===== src/rtl/ysyx_25020037_icache.sv =====
// ============================================================================
//  Module      : ysyx_25020037_icache
//  Description : Direct-mapped, read-only instruction cache sitting between
//                the IFU and its AXI refill path. Each fetch address is looked
//                up one cycle after the request strobe. A hit returns the
//                cached word. A miss issues a line refill and delivers the
//                requested word from the returned block. Also provides a
//                fence.i flush and saturating hit/miss counters.
//  Revision    : 1.0 - initial release
// ----------------------------------------------------------------------------
//  Ports
//    clk           in   clock
//    rst           in   asynchronous active-high reset
//    icache_req    in   1-cycle lookup strobe (accepted in IDLE only)
//    icache_addr   in   fetch address, sampled with icache_req
//    icache_hit    out  lookup hit, held until the next icache_req
//    icache_data   out  instruction word, held until the next icache_req
//    icache_ready  out  1-cycle pulse when a lookup or refill finishes
//    mem_req       out  refill request, held until mem_ready
//    mem_addr      out  line-aligned refill address
//    mem_data      in   refill block, word0 in bits [31:0]
//    mem_ready     in   1-cycle pulse, mem_data valid
//    mem_err       in   qualifies mem_ready: refill faulted
//    fence_i       in   invalidate every line
//    hit_cnt       out  saturating hit counter
//    miss_cnt      out  saturating miss counter
// ============================================================================
`default_nettype none

module ysyx_25020037_icache #(
  parameter int BLOCK_SIZE = 4,
  parameter int NUM_LINES  = 16
) (
  input  logic                    clk,
  input  logic                    rst,
  input  logic                    icache_req,
  input  logic [31:0]             icache_addr,
  output logic                    icache_hit,
  output logic [31:0]             icache_data,
  output logic                    icache_ready,
  output logic                    mem_req,
  output logic [31:0]             mem_addr,
  input  logic [BLOCK_SIZE*8-1:0] mem_data,
  input  logic                    mem_ready,
  input  logic                    mem_err,
  input  logic                    fence_i,
  output logic [31:0]             hit_cnt,
  output logic [31:0]             miss_cnt
);

  localparam int OFFSET_W = $clog2(BLOCK_SIZE);
  localparam int IDX_W    = $clog2(NUM_LINES);
  localparam int TAG_W    = 32 - OFFSET_W - IDX_W;
  localparam int LINE_W   = BLOCK_SIZE * 8;
  localparam int WORDS    = BLOCK_SIZE / 4;

  typedef enum logic [1:0] {
    S_IDLE   = 2'd0,
    S_LOOKUP = 2'd1,
    S_REFILL = 2'd2
  } state_t;

  state_t                  r_state;
  logic [31:0]             r_addr_q;
  logic [NUM_LINES-1:0]    r_valid;
  // Set when fence_i arrives while a refill is outstanding, so that the
  // returning line is delivered but never validated.
  logic                    r_flush_pend;
  logic [TAG_W-1:0]        r_tag  [NUM_LINES];
  logic [LINE_W-1:0]       r_data [NUM_LINES];

  logic [TAG_W-1:0]        w_tag_q;
  logic [IDX_W-1:0]        w_idx;
  logic                    w_hit;
  logic [31:0]             w_line_word;
  logic [31:0]             w_mem_word;
  logic                    w_unused;

  assign w_tag_q  = r_addr_q[31 -: TAG_W];
  assign w_idx    = r_addr_q[OFFSET_W +: IDX_W];
  assign w_hit    = r_valid[w_idx] && (r_tag[w_idx] == w_tag_q);
  assign w_unused = &{1'b0, r_addr_q[1:0]};

  // Word selection within a line; a 4-byte line holds exactly one word.
  generate
    if (WORDS > 1) begin : g_word_sel
      logic [WORDS-1:0][31:0] w_line_words;
      logic [WORDS-1:0][31:0] w_mem_words;
      assign w_line_words = r_data[w_idx];
      assign w_mem_words  = mem_data;
      assign w_line_word  = w_line_words[r_addr_q[OFFSET_W-1:2]];
      assign w_mem_word   = w_mem_words[r_addr_q[OFFSET_W-1:2]];
    end else begin : g_word_single
      assign w_line_word = r_data[w_idx][31:0];
      assign w_mem_word  = mem_data[31:0];
    end
  endgenerate

  // Control FSM, valid bits and all registered outputs.
  always_ff @(posedge clk or posedge rst) begin
    if (rst) begin
      r_state      <= S_IDLE;
      r_addr_q     <= '0;
      r_valid      <= '0;
      r_flush_pend <= 1'b0;
      icache_hit   <= 1'b0;
      icache_data  <= '0;
      icache_ready <= 1'b0;
      mem_req      <= 1'b0;
      mem_addr     <= '0;
      hit_cnt      <= '0;
      miss_cnt     <= '0;
    end else begin
      icache_ready <= 1'b0;
      case (r_state)
        S_IDLE: begin
          if (icache_req) begin
            r_addr_q   <= icache_addr;
            icache_hit <= 1'b0;
            r_state    <= S_LOOKUP;
          end
        end
        S_LOOKUP: begin
          if (w_hit) begin
            icache_hit   <= 1'b1;
            icache_data  <= w_line_word;
            icache_ready <= 1'b1;
            if (hit_cnt != 32'hFFFF_FFFF) hit_cnt <= hit_cnt + 32'd1;
            r_state      <= S_IDLE;
          end else begin
            mem_req      <= 1'b1;
            mem_addr     <= {r_addr_q[31:OFFSET_W], {OFFSET_W{1'b0}}};
            r_flush_pend <= 1'b0;
            if (miss_cnt != 32'hFFFF_FFFF) miss_cnt <= miss_cnt + 32'd1;
            r_state      <= S_REFILL;
          end
        end
        S_REFILL: begin
          if (fence_i) r_flush_pend <= 1'b1;
          if (mem_ready) begin
            mem_req      <= 1'b0;
            icache_ready <= 1'b1;
            icache_data  <= mem_err ? 32'd0 : w_mem_word;
            if (!mem_err && !fence_i && !r_flush_pend) r_valid[w_idx] <= 1'b1;
            r_state      <= S_IDLE;
          end
        end
        default: r_state <= S_IDLE;
      endcase
      // Flush wins over any valid-bit set made above in the same cycle.
      if (fence_i) r_valid <= '0;
    end
  end

  // Tag/data storage is not reset; the valid bits guard stale contents.
  always_ff @(posedge clk) begin
    if (!rst && r_state == S_REFILL && mem_ready && !mem_err) begin
      r_tag[w_idx]  <= w_tag_q;
      r_data[w_idx] <= mem_data;
    end
  end

endmodule

`default_nettype wire


===== config.mk =====
export PLATFORM = sky130hd
export DESIGN_NAME = ysyx_25020037_icache
export DESIGN_NICKNAME = d
export VERILOG_FILES = /design/src/rtl/ysyx_25020037_icache.sv
export SDC_FILE = /design/constraint.sdc
export NUM_CORES = 1
export LEC_CHECK = 0
export BUFFER_PORTS_ARGS = -buffer_cell sky130_fd_sc_hd__buf_2
export CAP_MARGIN = 40
export CORE_ASPECT_RATIO = 1.4
export CORE_UTILIZATION = 40
export CTS_CLUSTER_SIZE = 16
export DETAILED_ROUTE_END_ITERATION = 10
export PLACE_DENSITY = 0.67
export RECOVER_POWER = 25
export SLEW_MARGIN = 10
export SYNTH_ARGS = -nofsm -noshare
export SYNTH_HDL_FRONTEND = slang
export SYNTH_SLANG_ARGS = --single-unit

===== constraint.sdc =====
create_clock -name clk -period 15.7 [get_ports clk]
set_clock_uncertainty 0.05 [all_clocks]
set_input_delay 0.785 -clock clk [delete_from_list [all_inputs] [get_ports clk]]
set_output_delay 0.785 -clock clk [all_outputs]
set_load 0.01 [all_outputs]

==> results of run 1 <==
==> routing by layer <==
| layer | track usage | share of wire | vias to the layer above |
|---|---|---|---|
| li1 | - | - | 9462 |
| met1 | 0.250 | 0.40 | 11964 |
| met2 | 0.321 | 0.50 | 828 |
| met3 | 0.0284 | 0.058 | 190 |
| met4 | 0.0771 | 0.034 | 6 |
| met5 | 0 | 0.00033 | - |
==> cells in the mapped netlist (19+ instances only) <==
| master | n | share of area |
|---|---|---|
| nand2_1 | 58 | 0.0050 |
| mux2_2 | 86 | 0.022 |
| a21oi_1 | 30 | 0.0034 |
| nand3_1 | 32 | 0.0037 |
| mux2i_1 | 83 | 0.019 |
| nor2_1 | 70 | 0.0060 |
| dfrtp_1 | 178 | 0.10 |
| buf_1 | 19 | 0.0016 |
| nor3_1 | 23 | 0.0026 |
| xnor2_1 | 45 | 0.0090 |
| mux4_2 | 240 | 0.12 |
| nand4_1 | 30 | 0.0043 |
| a22o_1 | 39 | 0.0078 |
| clkbuf_1 | 52 | 0.0045 |
| a22oi_1 | 23 | 0.0039 |
| edfxtp_1 | 928 | 0.64 |
| buf_2 | 19 | 0.0022 |
| inv_1 | 21 | 0.0018 |
| xor2_1 | 39 | 0.0078 |
| and3_1 | 25 | 0.0036 |
==> worst paths after layout <==
kind / start / endpoint / slack [ns] / cells after the start
worst min-delay path: icache_addr[9] / r_addr_q[9]$_DFFE_PP0P_ / 0.25 / 2
worst max-delay path: r_addr_q[3]$_DFFE_PP0P_ / icache_data[8]$_DFFE_PP0P_ / 8.58 / 13
worst max register to register: r_addr_q[3]$_DFFE_PP0P_ / icache_data[8]$_DFFE_PP0P_ / 8.58 / 13
max in group asynchronous: rst / icache_data[15]$_DFFE_PP0P_ / 13.38 / 5
min in group asynchronous: rst / r_state[1]$_DFFE_PP0P_ / 0.62 / 3
worst min register to register: icache_data[17]$_DFFE_PP0P_ / icache_data[17]$_DFFE_PP0P_ / 0.43 / 1
==> repair_timing <==
| item | in CTS | in global routing |
|---|---|---|
| setup buffers | 0 | 0 |
| gates resized for setup | 0 | 0 |
| hold buffers | 1 | 0 |
| hold endpoints to repair | 21 | 0 |
==> power by group through the flow <==
| stage | registers [W] | clock network [W] | logic, W |
|---|---|---|---|
| 6_report | 0.00381 | 0.00257 | 0.00251 |
| 5_1_grt | 0.00384 | 0.00272 | 0.00268 |
| 3_3_place_gp | 0.00385 | 0 | 0.00246 |
| 2_1_floorplan | 0.00378 | 0 | 0.00174 |
| 4_1_cts | 0.00381 | 0.00262 | 0.00255 |
| 3_5_place_dp | 0.00387 | 0 | 0.00253 |
==> flip-flops by register name (all words and copies together), names as in the netlist <==
signal,cells
miss_cnt,32
icache_ready,1
hit_cnt,32
r_tag,416
icache_hit,1
icache_data,32
r_addr_q,30
mem_req,1
r_state,2
r_data,512
r_valid,16
r_flush_pend,1
mem_addr,30
==> stage by stage <==
stage / setup slack [ns] / utilization
2_1_floorplan: 9.59 / -
3_3_place_gp: 8.23 / 0.429
3_5_place_dp: 8.40 / 0.434
4_1_cts: 8.50 / 0.466
5_1_grt: 8.17 / 0.466
6_report: 8.58 / 0.466
==> cell usage in the layout, fill, tap and decap left out, types with 13 or more instances in the layout <==
| master | instances |
|---|---|
| a21oi_1 | 30 |
| a22o_1 | 39 |
| a22oi_1 | 23 |
| and3_1 | 25 |
| buf_16 | 17 |
| buf_2 | 164 |
| buf_4 | 41 |
| clkbuf_1 | 55 |
| clkbuf_16 | 103 |
| clkinv_1 | 16 |
| clkinv_2 | 17 |
| dfrtp_1 | 174 |
| edfxtp_1 | 928 |
| inv_1 | 19 |
| mux2_2 | 86 |
| mux2i_1 | 83 |
| mux4_2 | 240 |
| nand2_1 | 56 |
| nand3_1 | 32 |
| nand4_1 | 30 |
| nor2_1 | 57 |
| nor2_4 | 13 |
| nor3_1 | 19 |
| o21ai_0 | 18 |
| xnor2_1 | 45 |
| xor2_1 | 39 |
==> logic make-up (layout without fill, tap and decap cells) <==
family,after synthesis,after routing
adders and majority gates,5,5
AOI/OAI and AO/OA,159,159
other,1,10
xor gates and xnor gates,84,84
muxes,421,421
DFF,1106,1106
buffers and inverters,137,483
and+or+nand+nor,284,284
==> area by class of cell <==
type | count | area (sq um) | area share
Clock inverter | 62 | 689 | 0.0136
Timing Repair Buffer | 268 | 1880 | 0.0373
Tap cell | 1450 | 1810 | 0.0359
Inverter | 22 | 90.1 | 0.00178
Multi-Input combinational cell | 955 | 10900 | 0.216
Sequential cell | 1106 | 32300 | 0.640
Clock buffer | 131 | 2790 | 0.0553
Antenna cell | 8 | 20.0 | 0.000396
==> summary.md, run 1 <==
| Metric | Value |
|---|---|
| DRC violations left | 0 |
| Max-capacitance violation count | 0 |
| Initial antenna violation count | 10 |
| Post-synth EDFFs | 928 |
| Die area | 111,000 sq um |
| TritonCTS Sinks | 1,106 |
| Logic pwr share | 0.282 |
| Total number of vias | 22,450 |
| CP max FO | 53 |
| First-pass GRT wire length | 155 mm |
| Crit path launch type | flop |
| GRT Util Overall | 0.192 |
| Gpl congestion | 0.829 |
| Iter 0 DRT Violations | 2,073 |
| Post-DP HPWL | 61.5 mm |
| Synth Area in Adders | 0.00143 |
| Crit. End Element | flop |
| Post-synthesis cell count | 2,197 |
| Routed Antenna Nets | 0 |
| GRT overflow | 0 |
| Synth warnings | 0 |
| Initial Utilization | 0.404 |
| Slew Viols, Final | 0 |
| Status | finished clean |
| XOR/XNOR share of the synthesized area | 0.0168 |
| TNS Setup | 0 ns |
| WL/cell | 26.4 um |
| Number of top-level pins | 201 |
| Fin cells | 4,002 |
| Pwr per Cell Area | 176 nW/um^2 |
| Final setup fails | 0 |
| Cell mode on critical path | buf_4 |
| P_int | 0.00617 W |
| Leak Pwr | 17.4 nW |
| Mux share of post-synthesis cell area | 0.168 |
| NetSw | 0.00272 W |
| RSZ-0062 raised after global routing | no |
| Nets | 2,530 |
| Worst path top cell family by delay | buffers and inverters |
| Slowest stage delay, CP | 0.92 ns |
| Final Hold Fails | 0 |
| Core Region | 108,000 sq um |
| Vias in the first global route | 23,408 |
| Synth Register Bits | 1,106 |
| Bufs and invs on worst path | 4 |
| TritonCTS clock tree | done |
| Hold_ws | 0.250 ns |
| H-tree depth | 3 |
| Buffers added on ports | 196 |
| Max VDD drop | 0.162 mV |
| Number of detailed-route iterations in the first pass | 5 |
| Reg power frac | 0.429 |
| Clock period minus worst slack | 7.12 ns |
| Fillcell total | 9,001 |
| Relative slew slack | 0.203 |
| Slowest CP cell | dfrtp_4 |
| Largest family of logic cells by synthesized area | multiplexers |
| WS Path Type | reg -> reg |
| Drt total wl | 106 mm |
| Critical Path RT | 16.23 ns |
| Clock Latency Late Sink | 0.72 ns |
| Worst slew pin tran | 1.20 ns |
| CTS Buffer Depth | 3 |
| Distinct cell type count after synthesis | 70 |
| Cell area after synthesis | 43,800 sq um |
| Total Power | 0.00889 W |
| Die Height | 393 um |
| CP Cell Sequence | buf_4 -> buf_16 -> buf_4 -> mux4_2 -> mux2i_1 -> xnor2_1 -> a2111oi_0 -> a22o_1 -> and3_1 -> nand4_4 -> a21oi_4 -> buf_4 -> mux2_2 |
| Sequential element share of the synthesized area | 0.739 |
| Largest net degree at the start of global routing | 123 |
| Area after DPL | 47,100 sq um |
| Compound-cell area share of the yosys netlist | 0.0268 |
| Fmax | 0.140 GHz |
| Final Cycle Share | 0.454 |
| Syn avg cell area | 19.9 sq um |
| Worst min path class | in -> reg |
| Top FF cell, synth | edfxtp_1 |
| Post-synthesis simple-gate area fraction | 0.0334 |
| Crit path DAT | 7.65 ns |
| Cell area after layout | 50,500 sq um |
| Clock root buffer | clkbuf_16 |
| Clk pwr share | 0.289 |
| Worst-path clk slew | 0.06 ns |
| Total CTS buffers | 102 |
| Post-synth ARST share | 0.161 |
| Switching part of the total | 0.306 |
| Num rows | 143 |
| Layout Area Growth over Synthesis | 15.5% |
| Die X | 282 um |
| Layout cell share with drive strength beyond 1 | 0.294 |
| Via/cell ratio | 5.61 |
| Dpl cells | 3,799 |
Note: power is estimated with default switching activity, not from simulation.
==> run 2: changes to the inputs <==
--- a/config.mk
+++ b/config.mk
@@ -11,7 +11,7 @@
 export CORE_UTILIZATION = 40
 export CTS_CLUSTER_SIZE = 16
 export DETAILED_ROUTE_END_ITERATION = 10
-export PLACE_DENSITY = 0.67
+export PLACE_DENSITY = 0.69
 export RECOVER_POWER = 25
 export SLEW_MARGIN = 10
 export SYNTH_ARGS = -nofsm -noshare
==> constraint.sdc (replaced) <==
create_clock -name clk -period 6.5 [get_ports clk]
set_clock_uncertainty 0.05 [all_clocks]
set_input_delay 0.325 -clock clk [delete_from_list [all_inputs] [get_ports clk]]
set_output_delay 0.325 -clock clk [all_outputs]
set_load 0.01 [all_outputs]
==> summary.md, run 2 (synthesis gave the netlist of run 1 again) <==
| Metric | Value |
|---|---|
| Status | finished with violations |
| Violated checks | max-capacitance violations, max-slew violations |
| CTS Buffer Depth | 3 (unchanged) |
| M1 GR Usage | 0.246 (-0.00405) |
| DRC violations left | 0 (unchanged) |
| Final Cycle Share | 0.775 (+0.321) |
| Top reg by flops | r_data |
| GRT overflow | 0 (unchanged) |
| # resized after CTS | 0 (unchanged) |
| Crit. End Element | flop |
| Most frequent cells in the layout | edfxtp_1 (928), mux4_2 (240), dfrtp_1 (174), buf_2 (164), clkbuf_16 (103) |
| Iter 0 DRT Violations | 2,220 (+7.1%) |
| TNS Setup | 0 ns (unchanged) |
| Worst slew pin tran | 2.64 ns (+1.45 ns) |
| Buffers added on ports | 196 (unchanged) |
| Total number of vias | 22,965 (+2.3%) |
| CP max FO | 50 (-5.7%) |
| Die X | 282 um (unchanged) |
| Worst reg-to-reg setup slack | 1.46 ns (-7.12 ns) |
| Drt total wl | 107 mm (+1.1%) |
| Initial Utilization | 0.404 (unchanged) |
| Gpl congestion | 0.867 (+4.6%) |
| Final setup fails | 0 (unchanged) |
| Die area | 111,000 sq um (unchanged) |
| First-pass GRT wire length | 156 mm (+0.68%) |
| RSZ-0062 raised after global routing | no |
| Number of top-level pins | 201 (unchanged) |
| Layout Area Growth over Synthesis | 16.8% |
| Max VDD drop | 0.247 mV (+52%) |
| Crit path launch type | flop |
| Slowest CP cell | dfrtp_4 |
| H-tree depth | 3 (unchanged) |
| Most Crowded Layer GR | met2 |
| Post-DP HPWL | 61.7 mm (+0.41%) |
| WS Path Type | reg -> reg |
| TritonCTS clock tree | done |
| CP Cell Sequence | buf_4 -> mux4_2 -> mux2i_1 -> nor2_1 -> a2111oi_0 -> buf_1 -> a22o_1 -> and3_1 -> nand4_4 -> buf_4 -> a21oi_4 -> buf_12 -> mux2_1 |
| Pwr per Cell Area | 422 nW/um^2 (+140%) |
| Core Region | 108,000 sq um (unchanged) |
| Number of detailed-route iterations in the first pass | 5 (unchanged) |
| TritonCTS Sinks | 1,106 (unchanged) |
| Leak Pwr | 17.7 nW (+1.5%) |
| Most common cell after layout, fill and taps aside | edfxtp_1 |
| Critical Path RT | 7.02 ns (-9.21 ns) |
| Initial antenna violation count | 5 (-5) |
| Final Hold Fails | 0 (unchanged) |
| Largest regs | r_data (512), r_tag (416) |
| Largest net degree at the start of global routing | 67 (-46%) |
| GRT Util Overall | 0.193 (+0.00128) |
| Vias in the first global route | 23,671 (+1.1%) |
| Fillcell total | 8,928 (-0.81%) |
| Num rows | 143 (unchanged) |
| Slew Viols, Final | 54 (+54) |
| Total CTS buffers | 101 (-0.98%) |
| Utilization after layout | 0.471 (+0.00537) |
| M3 GR Usage | 0.0329 (+0.00451) |
| Routed Antenna Nets | 0 (unchanged) |
| Worst min path class | in -> reg |
| Clock period minus worst slack | 5.04 ns (-2.08 ns) |
| Max FFs per register | 512 (unchanged) |
| Clock root buffer | clkbuf_16 |
| Slowest stage delay, CP | 0.98 ns (+0.06 ns) |
| Via/cell ratio | 5.64 (+0.61%) |
| Crit path DAT | 5.55 ns (-2.10 ns) |
| Relative slew slack | -0.771 (-0.974) |
| Nets | 2,604 (+2.9%) |
| Die Height | 393 um (unchanged) |
| Layout cell share with drive strength beyond 1 | 0.291 (-0.00312) |
| Cell mode on critical path | buf_4 |
| Clock Latency Late Sink | 0.71 ns (about the same) |
| Met2 Use GR | 0.330 (+0.00893) |
| Worst-path clk slew | 0.07 ns (about the same) |
| Max-capacitance violation count | 1 (+1) |
| WL/cell | 26.2 um (-0.61%) |
| Fmax | 0.199 GHz (+41%) |
-- run 2: metrics by stage --
| step | cells | cell area, sq um | hold WS, ns | setup WS (ns) | total power (W) |
|---|---|---|---|---|---|
| 2_1_floorplan | 2198 | 43800 | 0.374 | 0.392 | 0.0133 |
| 3_3_place_gp | 3799 | 46800 | 0.420 | 1.29 | 0.0153 |
| 3_5_place_dp | 3807 | 46900 | 0.341 | 1.52 | 0.0155 |
| 4_1_cts | 4063 | 51100 | 0.105 | 1.46 | 0.0218 |
| 5_1_grt | 4067 | 51100 | 0.174 | 1.10 | 0.0224 |
| 6_report | 4069 | 51100 | 0.147 | 1.46 | 0.0216 |
-- run 2: area by class of cell --
class / count / area [sq um] / area share
antenna: 3 / 7.51 / 0.000147
clock buffer: 125 / 2710 / 0.0530
clock inverter: 65 / 796 / 0.0156
inverter: 22 / 83.8 / 0.00164
multi-input combinational: 955 / 10900 / 0.213
sequential: 1106 / 32300 / 0.633
tap: 1450 / 1810 / 0.0355
timing repair buffer: 343 / 2460 / 0.0481
-- run 2: report_power, final --
| group | total [W] | switching (W) | internal [W] |
|---|---|---|---|
| Sequential | 0.00921 | 0.000740 | 0.00847 |
| Clock | 0.00622 | 0.00269 | 0.00353 |
| Combinational | 0.00613 | 0.00325 | 0.00288 |
| Total | 0.0216 | 0.00668 | 0.0149 |
-- run 2: metal layers --
| layer | part of all wire | routed length [um] |
|---|---|---|
| met1 | 0.39 | 41400 |
| met2 | 0.51 | 54800 |
| met3 | 0.065 | 6980 |
| met4 | 0.034 | 3590 |
| met5 | 0.00025 | 27 |
-- run 2: what timing repair did --
action                    CTS  global route
hold endpoints to repair  622             0
hold buffers               66             0
setup buffers               0             0
-- run 2: worst max-delay path: cells and delay by family (launching register included) --
kind	cells	cell delay, ns
buf+inv	4	1.17
compound gates	3	1.13
flops	1	0.98
mux	3	0.91
simple gates	3	0.53
-- run 2: path summary, 6_finish.rpt --
kind | endpoint | startpoint | depth (start not counted)
setup reg to reg | icache_data[17]$_DFFE_PP0P_ | r_addr_q[3]$_DFFE_PP0P_ | 13
min in group asynchronous | mem_req$_DFFE_PP0P_ | rst | 3
max in group asynchronous | icache_data[8]$_DFFE_PP0P_ | rst | 5
hold / removal | icache_data[30]$_DFFE_PP0P_ | mem_err | 3
hold reg to reg | icache_data[28]$_DFFE_PP0P_ | icache_data[28]$_DFFE_PP0P_ | 1
setup / recovery | icache_data[17]$_DFFE_PP0P_ | r_addr_q[3]$_DFFE_PP0P_ | 13
==> run 3: changes to the inputs <==
--- a/config.mk
+++ b/config.mk
@@ -11,7 +11,7 @@
 export CORE_UTILIZATION = 40
 export CTS_CLUSTER_SIZE = 16
 export DETAILED_ROUTE_END_ITERATION = 10
-export PLACE_DENSITY = 0.69
+export PLACE_DENSITY = 0.67
 export RECOVER_POWER = 25
 export SLEW_MARGIN = 10
 export SYNTH_ARGS = -nofsm -noshare
==> constraint.sdc (replaced) <==
create_clock -name clk -period 4.91 [get_ports clk]
set_clock_uncertainty 0.05 [all_clocks]
set_input_delay 0.2455 -clock clk [delete_from_list [all_inputs] [get_ports clk]]
set_output_delay 0.2455 -clock clk [all_outputs]
set_load 0.01 [all_outputs]
==> summary.md, run 3 (synthesis gave the netlist of run 1 again) <==
| Metric | Value |
|---|---|
| Status | finished with violations |
| Violated checks | max-capacitance violations, max-slew violations |
| Pwr per Cell Area | 557 nW/um^2 (+32%) |
| Layout Area Growth over Synthesis | 16.9% |
| TritonCTS Sinks | 1,106 (unchanged) |
| Num rows | 143 (unchanged) |
| Total Power | 0.0285 W (+32%) |
| Clock Latency Late Sink | 0.70 ns (about the same) |
| Crit. End Element | flop |
| Cell area after layout | 51,200 sq um (+0.13%) |
| Critical Path RT | 5.44 ns (-1.58 ns) |
| Most common cell after layout, fill and taps aside | edfxtp_1 |
| Total CTS buffers | 103 (+2.0%) |
| Post-DP HPWL | 61.9 mm (+0.27%) |
| Buffers added on ports | 196 (unchanged) |
| Worst-path clk slew | 0.06 ns (about the same) |
| Number of detailed-route iterations in the first pass | 5 (unchanged) |
| Via/cell ratio | 5.58 (-1.1%) |
| Drt total wl | 106 mm (-0.66%) |
| Die area | 111,000 sq um (unchanged) |
| Max VDD drop | 0.333 mV (+35%) |
| Worst slew pin tran | 2.96 ns (+0.320 ns) |
| Most frequent cells in the layout | edfxtp_1 (928), mux4_2 (240), dfrtp_1 (174), buf_2 (163), clkbuf_16 (107) |
| # resized after CTS | 0 (unchanged) |
| Max FFs per register | 512 (unchanged) |
| Vias in the first global route | 23,767 (+0.41%) |
| Final setup fails | 0 (unchanged) |
| Area after DPL | 47,100 sq um (+0.43%) |
| Total number of vias | 22,803 (-0.71%) |
| TNS Setup | 0 ns (unchanged) |
| Iter 0 DRT Violations | 2,228 (+0.36%) |
| Largest regs | r_data (512), r_tag (416) |
| Routed Antenna Nets | 0 (unchanged) |
| Final Cycle Share | 0.909 (+0.134) |
| GRT Util Overall | 0.193 (about the same) |
| TritonCTS clock tree | done |
| Setup bufs post-CTS | 0 (unchanged) |
| Relative slew slack | -0.975 (-0.204) |
| Core Region | 108,000 sq um (unchanged) |
| Worst min path class | in -> reg |
| WS Path Type | reg -> reg |
| Die Height | 393 um (unchanged) |
| Dpl cells | 3,823 (+0.42%) |
| Clock period minus worst slack | 4.46 ns (-0.576 ns) |
| Final Hold Fails | 0 (unchanged) |
| Hold_buf cts | 66 (unchanged) |
| Nets | 2,621 (+0.65%) |
| DRC violations left | 0 (unchanged) |
| Max-capacitance violation count | 2 (+1) |
| Initial antenna violation count | 5 (unchanged) |
| Largest net degree at the start of global routing | 66 (-1.5%) |
| Slew Viols, Final | 76 (+41%) |
| RSZ-0062 raised after global routing | no |
| Crit path launch type | flop |
| Leak Pwr | 17.7 nW (+0.27%) |
| Fmax | 0.224 GHz (+13%) |
| Top reg by flops | r_data |
| Initial Utilization | 0.404 (unchanged) |
| H-tree depth | 3 (unchanged) |
| Worst setup margin | 0.449 ns (-1.01 ns) |
| Fin cells | 4,086 (+0.42%) |
| CTS Buffer Depth | 3 (unchanged) |
| Clock root buffer | clkbuf_16 |
| CP max FO | 34 (-32%) |
| Number of top-level pins | 201 (unchanged) |
| Crit path DAT | 4.99 ns (-0.56 ns) |
| Setup Slack @ Placement | 0.483 ns (-1.04 ns) |
| Gpl congestion | 0.881 (+1.5%) |
| WL/cell | 26.0 um (-1.1%) |
| Layout cell share with drive strength beyond 1 | 0.291 (about the same) |
| GRT overflow | 0 (unchanged) |
| First-pass GRT wire length | 157 mm (+0.25%) |
| Die X | 282 um (unchanged) |
## run 3: layout make-up
type / instances / area (sq um)
clock buffer: 135 / 2840
sequential: 1106 / 32300
antenna: 2 / 5.00
clock inverter: 58 / 539
tap: 1450 / 1810
inverter: 22 / 86.3
fill: 9007 / 57200
timing repair buffer: 358 / 2660
multi-input combinational: 955 / 10900
## run 3: where the power goes
group,internal [W],switching [W]
combinational,0.00399,0.00446
sequential,0.0112,0.000831
clock,0.00447,0.00351
## run 3: metal layers
metal	global-route usage	wire length (um)
met1	0.251	42100
met2	0.328	54400
met3	0.0268	6100
met4	0.0728	3370
met5	0	13
## run 3: metrics by stage
step / util / hold WS, ns
floorplan: - / 0.294
global placement: 0.434 / 0.378
detailed placement: 0.435 / 0.386
CTS: 0.472 / 0.124
global route: 0.472 / 0.203
finish: 0.472 / 0.195
## run 3: critical path, cell delays in order, from the launching register on
cell and delay (ns):
dfrtp_4 0.82, buf_4 0.41, mux4_2 0.55, mux2i_1 0.18, xnor2_1 0.10, nor2_1 0.43
a22o_1 0.42, nor2b_1 0.28, nand4_4 0.17, a21oi_4 0.20, buf_12 0.26, mux2_2 0.37
## run 3: final timing paths
| path | to | depth (start not counted) | slack [ns] | start |
|---|---|---|---|---|
| worst max-delay path | icache_data[11]$_DFFE_PP0P_ | 11 | 0.45 | r_addr_q[3]$_DFFE_PP0P_ |
| worst min register to register | icache_data[16]$_DFFE_PP0P_ | 1 | 0.43 | icache_data[16]$_DFFE_PP0P_ |
| max in group asynchronous | r_addr_q[4]$_DFFE_PP0P_ | 5 | 1.61 | rst |
| min in group asynchronous | mem_req$_DFFE_PP0P_ | 4 | 0.91 | rst |
| worst min-delay path | r_valid[12]$_DFFE_PP0P_ | 5 | 0.19 | mem_err |
| worst max register to register | icache_data[11]$_DFFE_PP0P_ | 11 | 0.45 | r_addr_q[3]$_DFFE_PP0P_ |
